[config.mk]
export PLATFORM = sky130hd
export DESIGN_NAME = instr_encoder
export DESIGN_NICKNAME = d
export VERILOG_FILES = /design/src/rtl/instr_encoder.sv
export SDC_FILE = /design/constraint.sdc
export NUM_CORES = 1
export LEC_CHECK = 0
export CAP_MARGIN = 5
export CORE_UTILIZATION = 50
export DETAILED_ROUTE_END_ITERATION = 16
export PLACE_DENSITY = 0.76
export SYNTH_ARGS = -nofsm -noshare
export SYNTH_HDL_FRONTEND = slang
export SYNTH_SLANG_ARGS = --single-unit
[constraint.sdc]
create_clock -name clk_i -period 6.53 [get_ports clk_i]
set_input_delay 1.306 -clock clk_i [delete_from_list [all_inputs] [get_ports clk_i]]
set_output_delay 1.306 -clock clk_i [all_outputs]
set_load 0.05 [all_outputs]
[src/rtl/instr_encoder.sv]
// Encodes RV32I R-type / I-type ALU requests into instruction words and
// streams them out of a small FIFO.
module instr_encoder #(
    parameter int DEPTH = 4,
    parameter int CNT_W = 16
) (
    input  logic                       clk_i,
    input  logic                       rst_i,
    input  logic                       req_valid_i,
    output logic                       req_ready_o,
    input  logic [3:0]                 req_op_i,
    input  logic [4:0]                 req_rd_i,
    input  logic [4:0]                 req_rs1_i,
    input  logic [4:0]                 req_rs2_i,
    input  logic [11:0]                req_imm_i,
    output logic                       instr_valid_o,
    input  logic                       instr_ready_i,
    output logic [31:0]                instr_o,
    output logic [$clog2(DEPTH+1)-1:0] count_o,
    output logic                       err_o,
    output logic [CNT_W-1:0]           issued_cnt_o
);

    localparam int PW = $clog2(DEPTH);
    localparam int CW = $clog2(DEPTH + 1);
    localparam logic [CW-1:0] FULL = CW'(DEPTH);
    localparam logic [31:0] NOP = 32'h0000_0013;
    localparam logic [6:0] OPC_R = 7'b0110011;
    localparam logic [6:0] OPC_I = 7'b0010011;
    localparam logic [6:0] F7_ALT = 7'b0100000;

    // Both interfaces: a transfer happens on a rising edge where valid and
    // ready are both high; ready never depends on valid in the same cycle.

    logic [31:0]   mem [DEPTH];
    logic [PW-1:0] wr_ptr;
    logic [PW-1:0] rd_ptr;
    logic [CW-1:0] count;
    logic          err_q;
    logic [CNT_W-1:0] issued;

    logic [2:0]  funct3;
    logic [6:0]  funct7;
    logic        is_r;
    logic        is_shift;
    logic        illegal;
    logic [31:0] word;
    logic        accept;
    logic        push;
    logic        pop;

    always_comb begin
        funct3   = 3'b000;
        funct7   = 7'b0000000;
        is_r     = 1'b0;
        is_shift = 1'b0;
        case (req_op_i)
            4'd0:  begin is_r = 1'b1; funct3 = 3'b000; end
            4'd1:  begin is_r = 1'b1; funct3 = 3'b000; funct7 = F7_ALT; end
            4'd2:  begin is_r = 1'b1; funct3 = 3'b001; end
            4'd3:  begin is_r = 1'b1; funct3 = 3'b010; end
            4'd4:  begin is_r = 1'b1; funct3 = 3'b100; end
            4'd5:  begin is_r = 1'b1; funct3 = 3'b101; end
            4'd6:  begin is_r = 1'b1; funct3 = 3'b101; funct7 = F7_ALT; end
            4'd7:  begin is_r = 1'b1; funct3 = 3'b110; end
            4'd8:  begin is_r = 1'b1; funct3 = 3'b111; end
            4'd9:  funct3 = 3'b000;
            4'd10: funct3 = 3'b100;
            4'd11: funct3 = 3'b110;
            4'd12: funct3 = 3'b111;
            4'd13: begin is_shift = 1'b1; funct3 = 3'b001; end
            4'd14: begin is_shift = 1'b1; funct3 = 3'b101; end
            default: begin is_shift = 1'b1; funct3 = 3'b101; funct7 = F7_ALT; end
        endcase
    end

    always_comb begin
        if (is_r) begin
            word = {funct7, req_rs2_i, req_rs1_i, funct3, req_rd_i, OPC_R};
        end else if (is_shift) begin
            word = {funct7, req_imm_i[4:0], req_rs1_i, funct3, req_rd_i, OPC_I};
        end else begin
            word = {req_imm_i, req_rs1_i, funct3, req_rd_i, OPC_I};
        end
    end

    // Shift amounts above 31 cannot be encoded; such requests are consumed
    // and reported rather than stalled.
    assign illegal     = is_shift && (req_imm_i[11:5] != 7'd0);
    assign req_ready_o = (count < FULL);
    assign accept      = req_valid_i && req_ready_o;
    assign push        = accept && !illegal;
    assign pop         = instr_valid_o && instr_ready_i;

    always_ff @(posedge clk_i) begin
        if (push) begin
            mem[wr_ptr] <= word;
        end
    end

    always_ff @(posedge clk_i) begin
        if (rst_i) begin
            wr_ptr <= '0;
            rd_ptr <= '0;
            count  <= '0;
            err_q  <= 1'b0;
            issued <= '0;
        end else begin
            if (push) begin
                wr_ptr <= wr_ptr + PW'(1);
            end
            if (pop) begin
                rd_ptr <= rd_ptr + PW'(1);
                issued <= issued + CNT_W'(1);
            end
            case ({push, pop})
                2'b10:   count <= count + CW'(1);
                2'b01:   count <= count - CW'(1);
                default: count <= count;
            endcase
            err_q <= accept && illegal;
        end
    end

    assign instr_valid_o = (count != '0);
    assign instr_o       = instr_valid_o ? mem[rd_ptr] : NOP;
    assign count_o       = count;
    assign err_o         = err_q;
    assign issued_cnt_o  = issued;

endmodule
# Word level (Yosys, flattened, before mapping)
# Memory sizes are Yosys's and may differ from the RTL's. A register that Yosys moved wholly into a read port is not among the register bits.
# Cells that the tools add are included.
[op_classes]
addsub = 5
magnitude_cmp = 1
n_eq_ne = 16
mux = 12
n_reduce_logical = 18
[op_table]
columns = ["cell", "n"]
rows = [
  ["two-way mux 32 bit", 3],
  ["== test 4 bit (second input constant)", 7],
  ["OR reduction 13 bit", 2],
  ["one-hot mux 3 bit (6 select lines)", 1],
  ["adder 16 x 1 -> 16 bit (second input constant)", 1],
  ["== test 4 x 3 -> 1 bit (second input constant)", 4],
  ["OR reduction 9 bit", 1],
  ["== test 4 x 2 -> 1 bit (second input constant)", 2],
  ["OR reduction 2 bit", 4],
  ["nonzero test 7 bit", 1],
  ["two-way mux 6 bit", 1],
  ["one-hot mux 3 bit (2 select lines)", 1],
  ["logical AND 1 bit", 5],
  ["adder 2 x 1 -> 2 bit (second input constant)", 2],
  ["== test 4 x 1 -> 1 bit (second input constant)", 1],
  ["zero test 4 bit", 1],
  ["two-way mux 1 bit", 4],
  ["two-way mux 2 bit", 2],
  ["adder 3 x 1 -> 3 bit (second input constant)", 1],
  ["< comparator 3 bit (second input constant)", 1],
  ["nonzero test 3 bit", 1],
  ["OR reduction 3 bit", 1],
  ["subtractor 3 x 1 -> 3 bit (second input constant)", 1],
  ["== test 2 x 1 -> 1 bit (second input constant)", 1],
  ["3 further kinds", 3],
]
[word_totals]
reg_bits = 24
ramBits = 128
inputBits = 35
out_inout_bits = 54
wordCells = 58
memories = 1
[mem_list]
columns = ["name", "depth", "word_bits", "read_ports", "rd_clocked_by_memory_dff", "wr", "line", "rtl"]
rows = [
  ["mem", 4, 32, 1, 1, 1, "35", "logic [31:0] mem [DEPTH];"],
]

# Longest topological paths before layout
# Gate-level depths: netlist (run 1).
[logic_depth]
word_depth = 8
mapped_depth = 11

# Least setup slack after synthesis (run 1)
# Ideal clock, no wire load.
[synth_timing]
path_kind = "input-to-reg"
start = "input port req_op_i[1]"
end = "memory mem[0][10], enable pin"
setup_time_ns = 0.385
t_arrival_ns = 2.933
required_ns = 6.145
slack_ns = 3.211
stages = 5
n_path_buf = 1
path_cell_list = "clkbuf_1 > nor2_1 > a211oi_1 > nor3b_1 > and2_1"
[synth_between]
elab_chain_len = 8
word_cells_on_any_way = 20
cone_classes = "eq/ne: 12; mux: 3; reduce/logical: 5"
[synth_rtl]
columns = ["element", "line", "rtl"]
rows = [
  ["start, declared", "11", "input logic [3:0] req_op_i,"],
  ["== test 4 bit, or another cell as far along", "57", "case (req_op_i)"],
  ["OR reduction 13 bit (no line) (*)", "--", ""],
  ["two-way mux 1 bit (*)", "57", ""],
  ["logical AND 1 bit (*)", "89", "assign illegal = is_shift && (req_imm_i[11:5] != 7'd0);"],
  ["zero test 1 bit (*)", "92", "assign push = accept && !illegal;"],
  ["logical AND 1 bit (*)", "92", ""],
  ["two-way mux 1 bit (*)", "96", "if (push) begin"],
  ["two-way mux 1 bit (implied by the code) (*)", "97", "mem[wr_ptr] <= word;"],
  ["end, declared", "35", ""],
]
# Mark *: on every way between the ends. The rest lies on a longest branch, timed or not.

==> results of run 1 <==
## flip-flops by register name, indices dropped and copies added (netlist names), named ones only
name / cells
count_o: 3
issued_cnt_o: 16
wr_ptr: 2
err_o: 1
rd_ptr: 2
mem: 104
## stage by stage
stage,total power [W],cells,instance area (um2)
after detailed placement,0.00217,557,6370
after global routing,0.00313,589,6920
after CTS,0.00304,589,6920
after global placement,0.00215,557,6370
after floorplan,0.00182,354,5440
final,0.00301,589,6920
## worst max path at each step
| stage | depth (start not counted) | start | endpoint |
|---|---|---|---|
| floorplan | 5 | req_op_i[1] | mem[0][10] |
| global placement | 11 | req_op_i[3] | count_o[2] |
| detailed placement | 11 | req_op_i[3] | count_o[2] |
| CTS | 3 | flop | instr_o[10] |
| global route | 3 | flop | instr_o[10] |
| finish | 3 | flop | instr_o[10] |
## per-layer routing
layer / track usage / part of all wire / vias to the layer above
met5: 0 / 0 / -
met4: 0.0794 / 0.017 / 0
met3: 0.0632 / 0.056 / 15
met2: 0.348 / 0.53 / 112
met1: 0.237 / 0.40 / 1596
li1: - / - / 1491
## cell type report
class	count	share of cell area
Timing Repair Buffer	89	0.126
Inverter	11	0.00596
Multi-Input combinational cell	191	0.238
Tap cell	136	0.0246
Sequential cell	130	0.526
Clock inverter	15	0.0193
Clock buffer	17	0.0598
## where the power goes
group / total (W) / switching [W] / internal, W
clock: 0.000861 / 0.000354 / 0.000507
combinational: 0.00108 / 0.000667 / 0.000413
sequential: 0.00106 / 0.0000845 / 0.000980
## cells by family (layout without fill, tap and decap cells)
group,after synthesis,count (layout),share of synthesized area
DFF,130,130,0.672
and+or+nand+nor,102,102,0.104
muxes,35,35,0.127
buffers and inverters,33,132,0.0279
AOI/OAI and AO/OA,29,29,0.0314
xor gates and xnor gates,12,12,0.0194
adders and majority gates,7,7,0.0175
other,2,6,0.00139
## worst reg2reg max path: stages (launching register included)
cell and delay (ns):
dfxtp_1 0.41, o31ai_2 0.56, clkinv_1 0.41, ha_1 0.33
inv_1 0.08, fa_1 0.18, xor2_1 0.07, or3_1 0.30
a21oi_1 0.14
## cell usage after synthesis (2+ instances only)
cell	count
edfxtp_1	104
nor2b_1	31
nor2_1	21
dfxtp_1	26
and3_1	6
inv_1	10
a21oi_1	12
nor4_1	3
nand2_1	8
nand3_1	8
o31ai_1	2
nand2b_1	3
o21ai_0	10
conb_1	2
ha_1	6
nand4_1	4
clkbuf_1	12
buf_2	4
or3_1	6
mux4_2	26
buf_4	6
nor3_1	4
xor2_1	6
and2_1	4
xnor2_1	6
mux2_2	8
## placed cells by master, fill, tap and decap left out, types with 2 or more instances in the layout
cell and instances:
conb_1 6, nor2b_1 31, and2_1 4, ha_1 6, xnor2_1 6, dfxtp_1 25, clkbuf_16 16, clkinvlp_4 4
nor4_1 3, clkdlybuf4s50_1 82, nand3_1 8, buf_4 7, o31ai_1 2, mux4_2 26, or3_1 6, nand4_1 4
o21ai_0 10, nor2_1 21, nor3_1 3, inv_6 5, a21oi_1 12, edfxtp_1 104, nand2_1 8, clkinv_4 2
clkinv_1 3, and3_1 6, nand2b_1 3, inv_1 10, mux2_2 8, xor2_1 6
==> summary.md, run 1 <==
| Metric | Value |
|---|---|
| Status | `complete, no violations` |
| Most used flip-flop cell after synthesis | `edfxtp_1` |
| Hold WC Path Type | `flop to flop` |
| Die height | `roughly 110 um` |
| CTS H-Tree Depth | `4` |
| Die Width | `106 um` |
| Crit-path max FO | `26` |
| Final setup fails | `0` |
| Clk pin slew, worst setup/hold paths | `about 0.06 ns` |
| Largest net degree at the start of global routing | `31` |
| Final Cycle Share | `0.655` |
| Cts bufs inserted | `17` |
| Post-synthesis sequential area ratio | `0.672` |
| PnR worst setup slack | `about 2.3 ns` |
| Slew Limit Fails | `0` |
| Seq cells post-synth | `between 100 and 150` |
| Crit Path Class | `flop to output port` |
| Hold violation count in the final report | `0` |
| Critical path startpoint category | `flop` |
| Fin Clk Skew | `just over 0.009 ns` |
| Post-cts resize count | `0` |
| Reg2Reg Capture Point | `count_o[2]` |
| CP Capture Type | `output port` |
| DIE AREA | `between 0.01 and 0.015 mm2` |
| Synthesis warning total | `0` |
| RSZ-0062 raised after global routing | `no` |
| Fraction of registers with async set/reset | `0` |
| ANT nets after route | `0` |
| GRT Overall Usage | `0.203` |
| Total gr overflow | `0` |
| Core Util, Final | `0.665` |
| Initial Utilization | `0.520` |
| Synth cell types | `38` |
| Register area | `between 0.003 and 0.004 mm2` |
| I/O pin count | `89` |
| Reg2reg start | `count_o[2]` |
| Core box area | `0.0104 mm2` |
| Multi-input gate area | `approximately 0.0016 mm2` |
| Row count | `37` |
| Largest cells by area after synthesis | `edfxtp_1 58%, mux4_2 11%, dfxtp_1 9.6%` |
| Initial antenna violation count | `0` |
| Worst Path Buf+Inv | `1` |
| Ant diodes | `0` |
| Max-Cap Viols | `0` |
| Syn Inst Count | `350` |
| PortBufs | `82` |
| Minimum clock period | `4.28 ns` |
| Leak | `2.29 nW` |
| Fin Hold WS | `0.492 ns` |
| Worst Path Required | `approximately 5.2 ns` |
| Worst slew pin tran | `~1.0 ns` |
| Bufs on Longest Clock Path | `2` |
| Fin Setup TNS | `0 ns` |
| Worst R2R Setup Slack | `~4.0 ns` |
| Worst vdd ir | `approximately 270 uV` |
| Critical Path AT | `around 3 ns` |
| Post-synth EDFFs | `about 100` |
| P per Cell Area | `approximately 430 mW/mm2` |
| Clk root buf | `clkbuf_8` |
| Layout area overhead | `27.7%` |
| Syn avg cell area | `about 15 um2` |
| Vias per inst | `5.46` |
| Final wirelength | `approximately 11 mm` |
| Max stage delay cell, worst path | `dfxtp_2` |
| Drc violations | `0` |
| Layout Nets | `around 480` |
| Syn Std Cell Area | `approximately 0.0054 mm2` |
| Number of vias in the routed layout | `3214` |
| CTS tree | `yes` |
| Critical Path Max Stage Delay | `0.94 ns` |
| Clock Latency Late Sink | `slightly above 0.5 ns` |
| Relative slew slack | `0.320` |
| Crit-path leading delay family | `flip-flops` |
| Filler Cell Count | `approximately 730` |
| Leading area contributor after synthesis | `edfxtp_1` |
| DRT iter0 DRCs | `between 100 and 150` |
| Worst Hold End | `issued_cnt_o[15]` |
| Reg2reg path depth | `8` |
| GPL Wtd Cong | `0.727` |
| Hold path cells | `2` |
| Max Clock Freq | `0.234 GHz` |
| Drt first pass iters | `4` |
| Vias in the first global route | `about 3300` |
| Layout cells sized above 1 | `0.168` |
| CP cell instances | `mux4_2 -> nor2b_1 -> clkdlybuf4s50_1` |
| Detail Placement HPWL | `6.78 mm` |
| Synth top area share | `0.576` |
| Setup Fix Bufs, Post-CTS | `0` |
| Worst hold start | `issued_cnt_o[15]` |
| First-pass GRT wire length | `16.9 mm` |
| Hold-fix buffers, CTS | `0` |
| Clock sinks | `130` |
| Routed length per instance | `between 15 and 20 um` |
| Placement Setup Slack | `approximately 2.4 ns` |
(Power assumes the default switching activity.)
==> inputs of run 2 (changes only) <==
--- a/config.mk
+++ b/config.mk
@@ -6,7 +6,7 @@
 export NUM_CORES = 1
 export LEC_CHECK = 0
 export CAP_MARGIN = 5
-export CORE_UTILIZATION = 50
+export CORE_UTILIZATION = 48
 export DETAILED_ROUTE_END_ITERATION = 16
 export PLACE_DENSITY = 0.76
 export SYNTH_ARGS = -nofsm -noshare
==> constraint.sdc (replaced) <==
create_clock -name clk_i -period 3.7 [get_ports clk_i]
set_input_delay 0.74 -clock clk_i [delete_from_list [all_inputs] [get_ports clk_i]]
set_output_delay 0.74 -clock clk_i [all_outputs]
set_load 0.05 [all_outputs]
==> run 2 against run 1 <==
Setup slack worse by 2.0 ns. Largest power group unchanged. Utilization down 2.0 points. Non-clock buffer count up 7. Sequential power up 74%. Largest cell class unchanged. Clock skew down 0.0016 ns. Count of clock-buffer cells in the layout up 1. Sequential share of layout area down 0.95 points.
==> summary.md, run 2 (synthesis gave the netlist of run 1 again) <==
| Metric | Value |
|---|---|
| Status | `complete, no violations` |
| Layout area overhead | `30.1%` |
| Vias in the first global route | `roughly 3400` |
| Initial Utilization | `0.496` |
| RSZ-0062 raised after global routing | `no` |
| Reg2reg path depth | `8` |
| Largest net degree at the start of global routing | `28` |
| PnR worst setup slack | `roughly 0.25 ns` |
| First-pass GRT wire length | `between 15 and 20 mm` |
| Critical Path AT | `approximately 2.7 ns` |
| Worst Path Required | `around 3 ns` |
| Drc violations | `0` |
| DIE AREA | `between 0.01 and 0.015 mm2` |
| Worst Hold End | `issued_cnt_o[15]` |
| Clock sinks | `130` |
| P per Cell Area | `775 mW/mm2` |
| Relative slew slack | `0.492` |
| Hold WC Path Type | `flop to flop` |
| Most common cell after layout, fill and taps aside | `edfxtp_1` |
| Minimum clock period | `approximately 3.4 ns` |
| Final Cycle Share | `0.931` |
| Worst slew pin tran | `between 0.7 and 0.8 ns` |
| Worst hold start | `issued_cnt_o[15]` |
| Detail Placement HPWL | `around 6.9 mm` |
| Crit Path Class | `flop to output port` |
| PortBufs | `approximately 80` |
| Slew Limit Fails | `0` |
| Fin Setup TNS | `0 ns` |
| Post-cts resize count | `0` |
| Filler Cell Count | `between 700 and 800` |
| Crit-path max FO | `17` |
| Routed length per instance | `approximately 18 um` |
| Clock Latency Late Sink | `0.40 ns` |
| Clk pin slew, worst setup/hold paths | `roughly 0.060 ns` |
| CP Capture Type | `output port` |
| Register area | `~0.0036 mm2` |
| Core box area | `about 0.011 mm2` |
| GPL Wtd Cong | `roughly 0.76` |
| Initial antenna violation count | `0` |
| DRT iter0 DRCs | `226` |
| Drt first pass iters | `5` |
| I/O pin count | `between 80 and 90` |
| Worst vdd ir | `about 500 uV` |
| Cts bufs inserted | `17` |
| CTS H-Tree Depth | `4` |
| Max reg flops | `approximately 100` |
| GRT Overall Usage | `0.206` |
| Hold path cells | `2` |
| Vias per inst | `5.47` |
| Total gr overflow | `0` |
| Final wirelength | `between 10 and 15 mm` |
| Number of vias in the routed layout | `roughly 3300` |
| Max-Cap Viols | `0` |
| Leak | `roughly 2.3 nW` |
| Die height | `about 110 um` |
| Max Clock Freq | `0.290 GHz` |
| Fin Hold WS | `between 0.4 and 0.5 ns` |
| Reg2reg start | `count_o[2]` |
| Ant diodes | `0` |
| Multi-input gate area | `0.00165 mm2` |
| Largest Register | `mem` |
| Bufs on Longest Clock Path | `2` |
| Reg2Reg Capture Point | `count_o[2]` |
| Die Width | `108 um` |
| Critical path startpoint category | `flop` |
| Fin Clk Skew | `around 0.0075 ns` |
| Clk root buf | `clkbuf_16` |
| Setup Fix Bufs, Post-CTS | `0` |
| Hold violation count in the final report | `0` |
| ANT nets after route | `0` |
| Final setup fails | `0` |
| CTS tree | `yes` |
| Hold-fix buffers, CTS | `0` |
| Placement Setup Slack | `a little over 0.4 ns` |
| Layout Nets | `489` |
| Most frequent cells in the layout | `104 x edfxtp_1, 81 x clkdlybuf4s50_1, 31 x nor2b_1` |
| Worst R2R Setup Slack | `1.22 ns` |
| Layout cells sized above 1 | `0.185` |
| Row count | `38` |
## run 2: changes by cell type in the layout (fill, tap and decap cells not counted), moves of 2 or more
cell / change
buf_12: +3
buf_4: +5
clkinv_1: -2
clkinvlp_4: +2
## run 2: worst max-delay path by stage
stage,cells after the start,to,slack (ns)
after CTS,4,instr_o[13],0.18
after global routing,4,instr_o[13],0.1
after global placement,11,count_o[2],0.48
after detailed placement,11,count_o[2],0.40
after floorplan,5,mem[0][10],0.95
final,4,instr_o[13],0.25
## run 2: critical path, stage by stage (launching register included)
cell and delay [ns]:
dfxtp_2 0.58, buf_12 0.25, mux4_2 0.56, nor2b_1 0.19, clkdlybuf4s50_1 0.72
## run 2: final cells by class
| class | count | share of cell area |
|---|---|---|
| Inverter | 11 | 0.00586 |
| Clock buffer | 18 | 0.0609 |
| Timing Repair Buffer | 96 | 0.136 |
| Clock inverter | 14 | 0.0218 |
| Sequential cell | 130 | 0.517 |
| Tap cell | 140 | 0.0248 |
| Multi-Input combinational cell | 191 | 0.233 |
## run 2: metrics by stage
step / power [W] / area [um2] / utilization / cells
after global routing: 0.00569 / 7050 / 0.645 / 600
after detailed placement: 0.00387 / 6470 / 0.591 / 568
after CTS: 0.00551 / 7050 / 0.645 / 600
after global placement: 0.00383 / 6470 / 0.591 / 568
after floorplan: 0.00322 / 5440 / - / 354
final: 0.00546 / 7050 / 0.645 / 600
## run 2: power breakdown
| part | internal [W] | switching (W) | total (W) |
|---|---|---|---|
| clock | 0.000999 | 0.000631 | 0.00163 |
| combinational | 0.000763 | 0.00123 | 0.00199 |
| sequential | 0.00173 | 0.000113 | 0.00184 |
| total | 0.00349 | 0.00197 | 0.00546 |
## run 2: per-layer routing
metal | share of wire | global-route usage
met5 | 0 | 0
met4 | 0.017 | 0.0859
met3 | 0.057 | 0.0488
met2 | 0.51 | 0.355
met1 | 0.41 | 0.249
==> inputs of run 3 (changes only) <==
--- a/config.mk
+++ b/config.mk
@@ -7,6 +7,7 @@
 export LEC_CHECK = 0
 export CAP_MARGIN = 5
 export CORE_UTILIZATION = 48
+export CTS_CLUSTER_SIZE = 25
 export DETAILED_ROUTE_END_ITERATION = 16
 export PLACE_DENSITY = 0.76
 export SYNTH_ARGS = -nofsm -noshare
==> results of run 3 <==
No change in the layout: final DEF, timing and power equal those of run 2.
